## src/rtl/sdram_pkg.sv

```systemverilog
// sdram_pkg: shared types and widths for the SDRAM command queue.
package sdram_pkg;
    localparam int SDRAM_ADDR_WIDTH = 22;
    localparam int SDRAM_DATA_WIDTH = 16;
    typedef enum logic [1:0] {
        CMD_IDLE  = 2'd0,
        CMD_WRITE = 2'd1,
        CMD_READ  = 2'd2
    } sdram_cmd_t;
    typedef enum logic [1:0] {IDLE, BUSY, GAP} state_t;
    typedef struct packed {
        logic                        write;
        logic [SDRAM_ADDR_WIDTH-1:0] address;
        logic [SDRAM_DATA_WIDTH-1:0] data;
    } sdram_req_t;
endpackage

```

## src/rtl/sdram_req_fifo.sv

```systemverilog
// sdram_req_fifo: synchronous FIFO with registered full/empty flags and a registered head entry.
module sdram_req_fifo #(
    parameter int WIDTH = 39,
    parameter int DEPTH = 4
) (
    input  logic             clk,
    input  logic             reset,
    input  logic             push,
    input  logic             pop,
    input  logic [WIDTH-1:0] din,
    output logic [WIDTH-1:0] head,
    output logic             full,
    output logic             empty
);
    localparam int AW = $clog2(DEPTH);
    logic [WIDTH-1:0] mem [DEPTH];
    logic [AW-1:0] wr_ptr, rd_ptr, rd_next;
    logic [AW:0] count, count_n;
    logic do_push, do_pop;
    assign do_push = push && !full;
    assign do_pop = pop && !empty;
    assign rd_next = rd_ptr + AW'(do_pop);
    assign count_n = count + (AW+1)'(do_push) - (AW+1)'(do_pop);
    always_ff @(posedge clk) begin
        if (reset) begin
            wr_ptr <= '0;
            rd_ptr <= '0;
            count <= '0;
            full <= 1'b0;
            empty <= 1'b1;
            head <= '0;
        end else begin
            if (do_push) mem[wr_ptr] <= din;
            wr_ptr <= wr_ptr + AW'(do_push);
            rd_ptr <= rd_next;
            count <= count_n;
            full <= count_n == (AW+1)'(DEPTH);
            empty <= count_n == '0;
            // an entry pushed into a draining FIFO becomes the head straight away
            head <= (do_push && wr_ptr == rd_next) ? din : mem[rd_next];
        end
    end
endmodule

```

## src/rtl/sdram_cmd_queue.sv

```systemverilog
// sdram_cmd_queue: buffers client requests and issues them one at a time to the SDRAM controller.
// Optional watchdog on stalled commands: define SDRAM_CMD_QUEUE_TIMEOUT_EN.
module sdram_cmd_queue
    import sdram_pkg::*;
#(
    parameter int ADDR_WIDTH     = SDRAM_ADDR_WIDTH,
    parameter int DATA_WIDTH     = SDRAM_DATA_WIDTH,
    parameter int DEPTH          = 4,
    parameter int TIMEOUT_CYCLES = 1024
) (
    input  logic                  clk,
    input  logic                  reset,
    input  logic                  req_valid,
    output logic                  req_ready,
    input  logic                  req_write,
    input  logic [ADDR_WIDTH-1:0] req_address,
    input  logic [DATA_WIDTH-1:0] req_data,
    output logic                  rsp_valid,
    output logic [DATA_WIDTH-1:0] rsp_data,
    output logic                  wr_ack,
    output logic                  err,
    output logic [1:0]            command,
    output logic [ADDR_WIDTH-1:0] data_address,
    output logic [DATA_WIDTH-1:0] data_write,
    input  logic [DATA_WIDTH-1:0] data_read,
    input  logic                  data_read_valid,
    input  logic                  data_write_done
);
    localparam int EW = 1 + ADDR_WIDTH + DATA_WIDTH;
    state_t state, state_n;
    sdram_cmd_t cmd, cmd_n;
    logic [ADDR_WIDTH-1:0] addr_n;
    logic [DATA_WIDTH-1:0] wdata_n, rdata_n;
    logic [EW-1:0] head;
    logic rsp_valid_n, wr_ack_n, timeout, pop, full, empty;

    sdram_req_fifo #(.WIDTH(EW), .DEPTH(DEPTH)) u_fifo (
        .clk   (clk),
        .reset (reset),
        .push  (req_valid),
        .pop   (pop),
        .din   ({req_write, req_address, req_data}),
        .head  (head),
        .full  (full),
        .empty (empty)
    );

    assign req_ready = !full;
    assign command = cmd;

    always_comb begin
        state_n = state;
        cmd_n = cmd;
        addr_n = data_address;
        wdata_n = data_write;
        rdata_n = rsp_data;
        rsp_valid_n = 1'b0;
        wr_ack_n = 1'b0;
        pop = 1'b0;
        case (state)
            IDLE: if (!empty) begin
                pop = 1'b1;
                cmd_n = head[EW-1] ? CMD_WRITE : CMD_READ;
                addr_n = head[DATA_WIDTH +: ADDR_WIDTH];
                wdata_n = head[DATA_WIDTH-1:0];
                state_n = BUSY;
            end
            // strobes of the wrong kind are ignored; a real completion beats the watchdog
            BUSY: if (cmd == CMD_WRITE && data_write_done) begin
                cmd_n = CMD_IDLE;
                wr_ack_n = 1'b1;
                state_n = GAP;
            end else if (cmd == CMD_READ && data_read_valid) begin
                cmd_n = CMD_IDLE;
                rdata_n = data_read;
                rsp_valid_n = 1'b1;
                state_n = GAP;
            end else if (timeout) begin
                cmd_n = CMD_IDLE;
                state_n = GAP;
            end
            default: state_n = IDLE;
        endcase
    end

    always_ff @(posedge clk) begin
        if (reset) begin
            state <= IDLE;
            cmd <= CMD_IDLE;
            data_address <= '0;
            data_write <= '0;
            rsp_data <= '0;
            rsp_valid <= 1'b0;
            wr_ack <= 1'b0;
        end else begin
            state <= state_n;
            cmd <= cmd_n;
            data_address <= addr_n;
            data_write <= wdata_n;
            rsp_data <= rdata_n;
            rsp_valid <= rsp_valid_n;
            wr_ack <= wr_ack_n;
        end
    end

`ifdef SDRAM_CMD_QUEUE_TIMEOUT_EN
    localparam int TW = $clog2(TIMEOUT_CYCLES);
    logic [TW-1:0] timer;
    assign timeout = timer == TW'(TIMEOUT_CYCLES - 1);
    always_ff @(posedge clk) begin
        if (reset) begin
            timer <= '0;
            err <= 1'b0;
        end else begin
            timer <= (state == BUSY) ? timer + 1'b1 : '0;
            err <= state == BUSY && timeout && !rsp_valid_n && !wr_ack_n;
        end
    end
`else
    localparam int unused_timeout = TIMEOUT_CYCLES;
    assign timeout = 1'b0;
    assign err = 1'b0;
`endif
endmodule

```

## config.mk

```make
export PLATFORM = sky130hd
export DESIGN_NAME = sdram_cmd_queue
export DESIGN_NICKNAME = d
export VERILOG_FILES = /design/src/rtl/sdram_pkg.sv /design/src/rtl/sdram_req_fifo.sv /design/src/rtl/sdram_cmd_queue.sv
export SDC_FILE = /design/constraint.sdc
export NUM_CORES = 1
export LEC_CHECK = 0
export CAP_MARGIN = 20
export CORE_MARGIN = 2
export CORE_UTILIZATION = 50
export DETAILED_ROUTE_END_ITERATION = 8
export GPL_TIMING_DRIVEN = 0
export PLACE_DENSITY = 0.85
export SLEW_MARGIN = 25
export SYNTH_ARGS = -nofsm -noshare
export SYNTH_HDL_FRONTEND = slang
export SYNTH_SLANG_ARGS = --single-unit
```

## constraint.sdc

```tcl
create_clock -name clk -period 8.1 [get_ports clk]
set_input_delay 0.81 -clock clk [delete_from_list [all_inputs] [get_ports clk]]
set_output_delay 0.81 -clock clk [all_outputs]
set_load 0.05 [all_outputs]
```

==> flow_summary.yaml <==
status:
  status: "finished, final reports clean"
floorplan:
  die_w_um: 142
  die_area_sq_um: 20200
  core_sq_um: 18700
  pin_count: 120
  chipHeight_um: 142
  initial_core_util_pct: 51.1
  fp-row-count: 50
clocking:
  postCtsSetupBuffers: 0
  cts_resized: 0
  cts_tree: "built"
  clk_pin_slew_worst_paths_ns: 0.06
  cts_root_buffer: "clkbuf_16"
  cts_hold_buf: 0
  numCtsBuffers: 25
  htree_levels: 1
  clock_latency_ns: 0.51
  clk_path_buf_depth: 3
  cts_sinks: 264
critical_path:
  worstRegToRegCells: 9
  crit_buf_inv: 3
  crit_start: "state[1]"
  end_kind: "flip-flop"
  cp_max_fo: 11
  cpLargestDelayFamily: "buffers and inverters"
  path_depth: 9
  crit_path_max_incr_delay_ns: 0.42
  path_common_cell: "buf_2"
  endpoint: "u_fifo.head[4]"
  cpMaxStageDelayCell: "or3_1"
  r2r-start: "state[1]"
  crit_chain: "or3_1, inv_1, buf_2, ha_1, xor2_1, buf_2, mux4_2, mux2i_1, nor2_1"
  critPathLaunchType: "flip-flop"
  worstPathRequired_ns: 8.47
  r2r-end: "u_fifo.head[4]"
  cp_data_arrival_time_ns: 3.29
  critPathKind: "flip-flop to flip-flop"
  rrSetupSlack_ns: 5.19
power_and_ir_drop:
  worst_ir_drop_vdd_mv: 0.151
  p_per_area_nw_per_um2: 357
  p_seq_share_pct: 40.1
  p_sw_share_pct: 31.2
  p_clk_share_pct: 26.3
  comb_power_share_pct: 33.6
  p_sw_uw: 1340
  leakage_uw: 0.00434
  p_total_uw: 4290
  intPower_uw: 2950
hold_path:
  worst_hold_path_type: "flip-flop to flip-flop"
synthesis:
  async_reset_ff_share_pct: 0
  netlist_area_sq_um: 9550
  syn_nets: 707
  synth_edf_count: 156
  synth_top_area_share_pct: 49.0
  synthCells: 642
  yosysTopAreaCell: "edfxtp_1"
  synthDistinctLibCells: 38
  ys_top_cells_by_count: "edfxtp_1 (156), nand2_1 (112), dfxtp_1 (108)"
  ys.flop_type: "edfxtp_1"
  ys_ff_latch: 264
  synth.most_common_cell: "edfxtp_1"
  syn-mean-instance-area_sq_um: 14.9
  yosys-top-cells-area: "edfxtp_1 (49%), dfxtp_1 (23%), mux4_2 (9.2%)"
  synth_seq_area_share_pct: 71.7
  yosysWarnings: 0
sta:
  skew_ns: 0.0158
  hold_violations: 0
  maxSlewHeadroom_pct: 50.2
  drv_slew: 0
  worst_slew_pin_slew_ns: 0.744
  fin_tns_setup_ns: 0
  max_freq_ghz: 0.343
  rsz0062_at_grt: "no"
  finalSetupViolCount: 0
  final.period_utilization_pct: 36.0
  fin_crit_ns: 2.91
detailed_routing:
  post_drt_via_cell_ratio: 5.30
  drtIter0Drc: 367
  vias: 5554
  drc: 0
  drtPass1Iterations: 4
  wl_mm: 19.5
  ant_nets: 0
  wire_per_inst_um: 18.6
global_routing:
  overflow: 0
  grt_pass1_wl_mm: 30.4
  grt.total_usage_pct: 19.6
  grt_pass1_vias: 5708
  antenna_found_initial: 0
  grt_max_degree: 21
job:
  drv_cap: 0
cells_and_area:
  final_nets: 861
  syn_to_final_growth_pct: 25.8
  drive_above_1_share_pct: 13.8
  fillCellCount: 1354
  diodes: 0
placement:
  dp_hpwl_mm: 13.2
  place.gp.congestion: 0.718
  port_buffers: 117
## layout make-up
type / count / area (sq um) / share of cell area, %
tap: 234 / 293 / 2.44
inverter: 9 / 33.8 / 0.281
clock buffer: 34 / 701 / 5.83
multi-input combinational: 333 / 2510 / 20.9
sequential: 264 / 6850 / 57.0
buffer: 36 / 184 / 1.53
clock inverter: 11 / 101 / 0.843
timing repair buffer: 127 / 1350 / 11.2
## stage by stage
step                      instances  hold WS [ns]  worst slack [ns]  cell area (sq um)  util [%]
final                          1048         0.434              5.19              12000      64.2
after global routing           1048         0.450              4.96              12000      64.2
after CTS                      1048         0.431              5.15              12000      64.2
after detailed placement       1003         0.424              4.89              11200      60.0
after global placement          993         0.421             0.885              11000      58.9
after floorplan                 642         0.417              3.46               9550         -
## sequential cells by signal, indices dropped and copies added, names as in the netlist
register,flops
u_fifo.mem,156
u_fifo.head,39
data_address,22
data_write,16
rsp_data,16
u_fifo.count,3
command,2
state,2
u_fifo.rd_ptr,2
u_fifo.wr_ptr,2
rsp_valid,1
u_fifo.empty,1
u_fifo.full,1
wr_ack,1
## tightest hold or removal path, stage by stage (launching register included)
cell and delay (ns):
dfxtp_1 0.30, nand2_1 0.05, a21oi_1 0.05
## how the worst min path moves through the flow
stage / depth (start not counted) / from / endpoint
global placement: 2 / u_fifo.head[36] / data_address[20]
global route: 2 / u_fifo.head[32] / data_address[16]
floorplan: 2 / u_fifo.head[26] / data_address[10]
CTS: 2 / u_fifo.head[17] / data_address[1]
detailed placement: 2 / u_fifo.head[35] / data_address[19]
finish: 2 / u_fifo.head[34] / data_address[18]
## power by group through the flow
stage               Sequential, uW  Combinational (uW)  Clock, uW
finish                        1720                1440       1130
global route                  1740                1570       1200
CTS                           1720                1470       1140
detailed placement            1750                1450          0
global placement              1740                1390          0
floorplan                     1910                 887          0
## cell families (layout without fill, tap and decap cells)
family                     after synthesis  after routing  share of synthesized area, %
adders and majority gates                5              5                         0.733
xor gates and xnor gates                 6              6                         0.694
DFF                                    264            264                          71.7
and+or+nand+nor                        180            180                          7.83
other                                    1              1                        0.0393
buffers and inverters                   45            217                          2.28
AOI/OAI and AO/OA                       63             63                          3.47
muxes                                   78             78                          13.3
## layout by cell type, fill, tap and decap left out, types with 15 or more instances in the layout
master / Yosys / routed
edfxtp_1: 156 / 156
clkdlybuf4s50_1: 0 / 117
nor2_1: 47 / 45
clkbuf_16: 0 / 26
mux4_2: 39 / 39
a21oi_1: 57 / 57
mux2i_1: 39 / 39
buf_2: 15 / 15
clkbuf_1: 13 / 19
nand2_1: 112 / 112
dfxtp_1: 108 / 108
## routing by layer
metal	track usage [%]	wire length [um]	up-vias
li1	-	-	2634
met4	5.42	366	0
met2	34.3	9730	159
met3	4.27	1280	28
met1	24.7	8140	2733
met5	0	0	-
Power figures use the tool's default switching activity.
